File: src/rtl/rr_priority_encoder_if.sv
// Request/result bundle for rr_priority_encoder: request vector in, registered grant out.
// The master side supplies requests and consumes results; the slave side is the encoder.
interface rr_priority_encoder_if #(
    parameter int N = 8
);
    localparam int W = $clog2(N);

    logic [N-1:0] req;
    logic         out_ready;
    logic         out_valid;
    logic [W-1:0] out_index;
    logic [N-1:0] out_onehot;
    logic         out_multi;

    modport master (
        output req,
        output out_ready,
        input  out_valid,
        input  out_index,
        input  out_onehot,
        input  out_multi
    );

    modport slave (
        input  req,
        input  out_ready,
        output out_valid,
        output out_index,
        output out_onehot,
        output out_multi
    );
endinterface

File: src/rtl/rr_priority_encoder.sv
// Registered N-to-log2(N) priority encoder, fixed (MODE=0) or round-robin (MODE=1),
// with a single output slot behind a valid/ready handshake.
module rr_priority_encoder #(
    parameter int N    = 8,
    parameter int MODE = 0
) (
    input  logic                    clk,
    input  logic                    rst,
    rr_priority_encoder_if.slave    bus
);
    localparam int           W   = $clog2(N);
    localparam logic [N-1:0] ONE = N'(1);
    localparam logic [W-1:0] LAST = W'(N - 1);

    function automatic logic [W-1:0] highest_set(input logic [N-1:0] v);
        logic [W-1:0] r;
        r = '0;
        for (int i = 0; i < N; i++) begin
            if (v[i]) r = W'(i);
        end
        return r;
    endfunction

    function automatic logic [W-1:0] lowest_set(input logic [N-1:0] v);
        logic [W-1:0] r;
        r = '0;
        for (int i = N - 1; i >= 0; i--) begin
            if (v[i]) r = W'(i);
        end
        return r;
    endfunction

    function automatic logic [N-1:0] at_or_above(input logic [W-1:0] p);
        logic [N-1:0] r;
        for (int i = 0; i < N; i++) begin
            r[i] = (i >= int'(p));
        end
        return r;
    endfunction

    // Search from p upward; if nothing at or above p, wrap and take the lowest request.
    function automatic logic [W-1:0] rr_select(input logic [N-1:0] v, input logic [W-1:0] p);
        logic [N-1:0] upper;
        upper = v & at_or_above(p);
        return (|upper) ? lowest_set(upper) : lowest_set(v);
    endfunction

    function automatic logic [N-1:0] decode(input logic [W-1:0] idx);
        logic [N-1:0] r;
        for (int i = 0; i < N; i++) begin
            r[i] = (int'(idx) == i);
        end
        return r;
    endfunction

    function automatic logic [W-1:0] next_ptr(input logic [W-1:0] idx);
        return (idx == LAST) ? '0 : idx + W'(1);
    endfunction

    logic         out_valid_q,  out_valid_d;
    logic [W-1:0] out_index_q,  out_index_d;
    logic [N-1:0] out_onehot_q, out_onehot_d;
    logic         out_multi_q,  out_multi_d;

    logic         load;
    logic         handshake;
    logic [W-1:0] ptr_eff;
    logic [W-1:0] sel_idx;

    assign load      = !out_valid_q || bus.out_ready;
    assign handshake = out_valid_q && bus.out_ready;

    generate
        if (MODE == 1) begin : g_rr
            logic [W-1:0] ptr_q, ptr_d;

            // The pointer moves only on a handshake; the same-cycle reload sees the new value.
            always_comb begin
                ptr_d = ptr_q;
                if (handshake) ptr_d = next_ptr(out_index_q);
            end

            always_ff @(posedge clk) begin
                if (rst) ptr_q <= '0;
                else     ptr_q <= ptr_d;
            end

            assign ptr_eff = ptr_d;
        end else begin : g_fixed
            assign ptr_eff = '0;
        end
    endgenerate

    always_comb begin
        sel_idx      = (MODE == 1) ? rr_select(bus.req, ptr_eff) : highest_set(bus.req);
        out_valid_d  = 1'b0;
        out_index_d  = '0;
        out_onehot_d = '0;
        out_multi_d  = 1'b0;
        if (|bus.req) begin
            out_valid_d  = 1'b1;
            out_index_d  = sel_idx;
            out_onehot_d = decode(sel_idx);
            out_multi_d  = (bus.req & (bus.req - ONE)) != '0;
        end
    end

    always_ff @(posedge clk) begin
        if (rst) begin
            out_valid_q  <= 1'b0;
            out_index_q  <= '0;
            out_onehot_q <= '0;
            out_multi_q  <= 1'b0;
        end else if (load) begin
            out_valid_q  <= out_valid_d;
            out_index_q  <= out_index_d;
            out_onehot_q <= out_onehot_d;
            out_multi_q  <= out_multi_d;
        end
    end

    assign bus.out_valid  = out_valid_q;
    assign bus.out_index  = out_index_q;
    assign bus.out_onehot = out_onehot_q;
    assign bus.out_multi  = out_multi_q;
endmodule

File: src/flat_wrapper.sv
// flat-port wrapper written by rule: the top's interface ports become plain ports
module rr_priority_encoder_flat 
#(
    parameter int N    = 8,
    parameter int MODE = 0
)
  (clk, rst, bus_req, bus_out_ready, bus_out_valid, bus_out_index, bus_out_onehot, bus_out_multi);
  rr_priority_encoder_if #(.N(N)) bus_i ();
  input  logic clk;
  input  logic rst;
  input wire logic [$bits(bus_i.req)-1:0] bus_req;
  input wire logic [$bits(bus_i.out_ready)-1:0] bus_out_ready;
  output wire logic [$bits(bus_i.out_valid)-1:0] bus_out_valid;
  output wire logic [$bits(bus_i.out_index)-1:0] bus_out_index;
  output wire logic [$bits(bus_i.out_onehot)-1:0] bus_out_onehot;
  output wire logic [$bits(bus_i.out_multi)-1:0] bus_out_multi;
  assign bus_i.req = bus_req;
  assign bus_i.out_ready = bus_out_ready;
  assign bus_out_valid = bus_i.out_valid;
  assign bus_out_index = bus_i.out_index;
  assign bus_out_onehot = bus_i.out_onehot;
  assign bus_out_multi = bus_i.out_multi;
  rr_priority_encoder #(.N(N), .MODE(MODE)) u_core (.clk(clk), .rst(rst), .bus(bus_i));
endmodule
File: config.mk
export PLATFORM = sky130hd
export DESIGN_NAME = rr_priority_encoder_flat
export DESIGN_NICKNAME = d
export VERILOG_FILES = /design/src/rtl/rr_priority_encoder_if.sv /design/src/rtl/rr_priority_encoder.sv /design/src/flat_wrapper.sv
export SDC_FILE = /design/constraint.sdc
export NUM_CORES = 1
export LEC_CHECK = 0
export ABC_CLOCK_PERIOD_IN_PS = 1450
export BUFFER_PORTS_ARGS = -buffer_cell sky130_fd_sc_hd__buf_2
export CAP_MARGIN = 15
export CORE_MARGIN = 2
export CORE_UTILIZATION = 41
export DETAILED_ROUTE_END_ITERATION = 16
export PLACE_DENSITY = 0.71
export SYNTH_ARGS = -nofsm -noshare
export SYNTH_HDL_FRONTEND = slang
export SYNTH_SLANG_ARGS = --single-unit
File: constraint.sdc
create_clock -name clk -period 1.45 [get_ports clk]
set_input_delay 0.29 -clock clk [delete_from_list [all_inputs] [get_ports clk]]
set_output_delay 0.29 -clock clk [all_outputs]
set_load 0.05 [all_outputs]
==> summary.md <==
| Metric | Value |
|---|---|
| Die ar. | 0.00186 mm² |
| Slew Viols, Final | 0 |
| Yosys top cell by area | dfxtp_1 |
| FF-to-FF Start | u_core.bus.out_valid |
| Post-synth net total | 87 |
| Routed Wire Length | 1540 µm |
| VDD IR-drop max | 0.000599 V |
| Ys Warns | 0 |
| R2r setup slk | 0.20 ns |
| Setup Crit Path Kind | primary input to register |
| Hold path start | rst |
| Critical path peak fanout | 3 |
| CTS clk-pin slew, worst paths | 0.09 ns |
| Vias per Instance | 5.20 |
| Die span in y | 43.2 µm |
| P&R area growth vs syn | 38.6% |
| Power per cell area | 913 mW/mm² |
| Port buffer count | 23 |
| Required @ worst endpoint | 1.66 ns |
| Final GP Congestion | 0.835 |
| Starting Density | 42.8% |
| H-tree Lvls | 1 |
| Initial antenna violation count | 0 |
| Floorplan core area | 0.00147 mm² |
| Period utilisation layout | 88.6% |
| Synth top area cells | dfxtp_1 41%, nor2_1 6.6%, a21oi_1 6.4% |
| F_max | 0.779 GHz |
| Crit-path max cell delay | 0.49 ns |
| DR WL/cell | 12.0 µm |
| CP Launch Type | primary input |
| First-pass GRT wire length | 2640 µm |
| Max Cap Viol | 0 |
| Pre-CTS WS | -0.0842 ns |
| Arrival @ worst endpoint | 1.50 ns |
| Nets | 124 |
| Register Area | 262 µm² |
| Crit end category | register |
| Post-CTS Setup Repair Bufs | 0 |
| Run status | finished, final reports clean |
| Clock latency on the worst-skew pair | 0.27 ns |
| Delay-heaviest family, CP | simple AND/OR/NAND/NOR gates |
| Post-Syn Area | 629 µm² |
| Non-Filler Instances | 128 |
| Hold Violations, Final | 0 |
| Post-synth EDFFs | 0 |
| Fillers | 150 |
| Final min period | 1.28 ns |
| All-Layer GR Usage | 18.3% |
| Layout cell share with drive strength beyond 1 | 41.1% |
| Slew headroom | 79.7% |
| Post-detail-place hpwl | 1180 µm |
| Cell Rows | 14 |
| Sequential share of the synthesized area | 41.4% |
| Worst clock skew | 0.00395 ns |
| Worst Tran Pin Value | 0.303 ns |
| CTS Hold Bufs | 0 |
| Area of the multi-input gates | 348 µm² |
| Worst min-delay path class | primary input to register |
| TritonCTS clock tree | yes |
| Placed insts | 124 |
| N_diodes | 0 |
| DRT Pass-1 Iters | 2 |
| Chip width | 43.2 µm |
| Root Buffer | clkbuf_4 |
| Final worst setup slack | 0.166 ns |
| Drt drc | 0 |
| TritonCTS buffer count | 3 |
| Static leakage | 0.403 nW |
| CP max stage cell | or4_1 |
| Crit path from | bus_req[7] |
| Synthesized area per cell | 8.28 µm² |
| Synth top area share | 41.4% |
| Unrepaired setup endpoints after global routing | no |
| Ports | 24 |
| Top_reg_cell synth | dfxtp_1 |
| Remaining global-route overflow | 0 |
| Setup-failing EPs final | 0 |
| First DRT Iteration DRCs | 4 |
| Total clock sinks | 13 |
| Distinct cells, synth | 30 |
| Largest net degree at the start of global routing | 14 |
| Antenna-violating nets left | 0 |
| CP Cell Sequence | buf_2 -> nor4_4 -> nand2_2 -> or4_1 -> o21ai_1 |
| Worst path bufs/invs | 1 |
| Core Util, Final | 59.3% |
| Ys async rst share | 0% |
| Number of global-route vias before repair | 617 |
| Vias | 665 |
| Clock Tree Buf Depth | 2 |
| Cts repair resizes | 0 |
| Total Power | 796 µW |
| Count of state elements after synthesis | 13 |
| Post-synthesis cell count | 76 |
path summary, 6_finish.rpt:
path,endpoint,cells after the start
max,u_core.bus.out_onehot[3],5
min reg2reg,u_core.bus.out_onehot[7],2
max reg2reg,u_core.bus.out_onehot[3],4
min,u_core.bus.out_valid,2
sequential cells by signal, summed over array words and instances (netlist names):
name / cells
u_core.bus.out_onehot: 8
u_core.bus.out_valid: 1
u_core.bus.out_multi: 1
u_core.bus.out_index: 3
power by group:
| group | internal, mW | switching, mW | leakage (nW) | total (mW) |
|---|---|---|---|---|
| Clock | 0.106 | 0.123 | 0.0150 | 0.230 |
| Sequential | 0.372 | 0.00728 | 0.107 | 0.380 |
| Combinational | 0.0668 | 0.120 | 0.281 | 0.187 |
| Total | 0.545 | 0.251 | 0.403 | 0.796 |
Yosys cell counts (all sizes together), types with 2 or more instances:
cell    count
dfxtp      13
nor2       11
nand2      10
a21oi       8
a211oi      3
a22o        3
clkbuf      3
nor4        3
o21ai       3
or3         3
nor2b       2
kinds of logic (layout without fill, tap and decap cells):
logic type	after synthesis	in the layout	synth area share, %
AO/OA/AOI/OAI	22	22	23.3
adder cells (fa/ha/maj)	1	1	1.59
buffers and inverters	5	41	3.38
flip-flops	13	13	41.4
AND/OR/NAND/NOR	35	35	30.4
metal layers:
layer  wire length, µm  track usage, %
met1               735            23.4
met2               735            30.7
met3                71            5.11
met4                 0            3.03
met5                 0               0
placed cells by master, fill, tap and decap left out, drive strengths merged, types with 3 or more instances in the layout:
cell,instances
a211oi,3
a21oi,8
a22o,3
buf,36
clkbuf,4
dfxtp,13
nand2,10
nor2,11
nor4,3
o21ai,3
or3,3
worst reg2reg max path, cell delays in order, from the launching register on:
cell and delay [ns]:
dfxtp_2 0.33, nand2b_1 0.16, nand2_2 0.09, or4_1 0.49, o21ai_1 0.12
layout make-up:
cell class / count / area share (%)
well taps: 16 / 2.30
inverters: 1 / 0.430
clock buffers: 4 / 3.01
flip-flops and latches: 13 / 30.0
multi-input cells: 58 / 39.9
repair buffers: 36 / 24.4
metrics by stage:
stage               cell area, µm²  setup TNS [ns]  hold slack [ns]
floorplan                      631               0            0.430
global placement               846         -0.0196            0.437
detailed placement             846         -0.0905            0.441
CTS                            872               0            0.335
global route                   872               0            0.352
finish                         872               0            0.342
No activity file was read; power rests on OpenSTA's default activity.
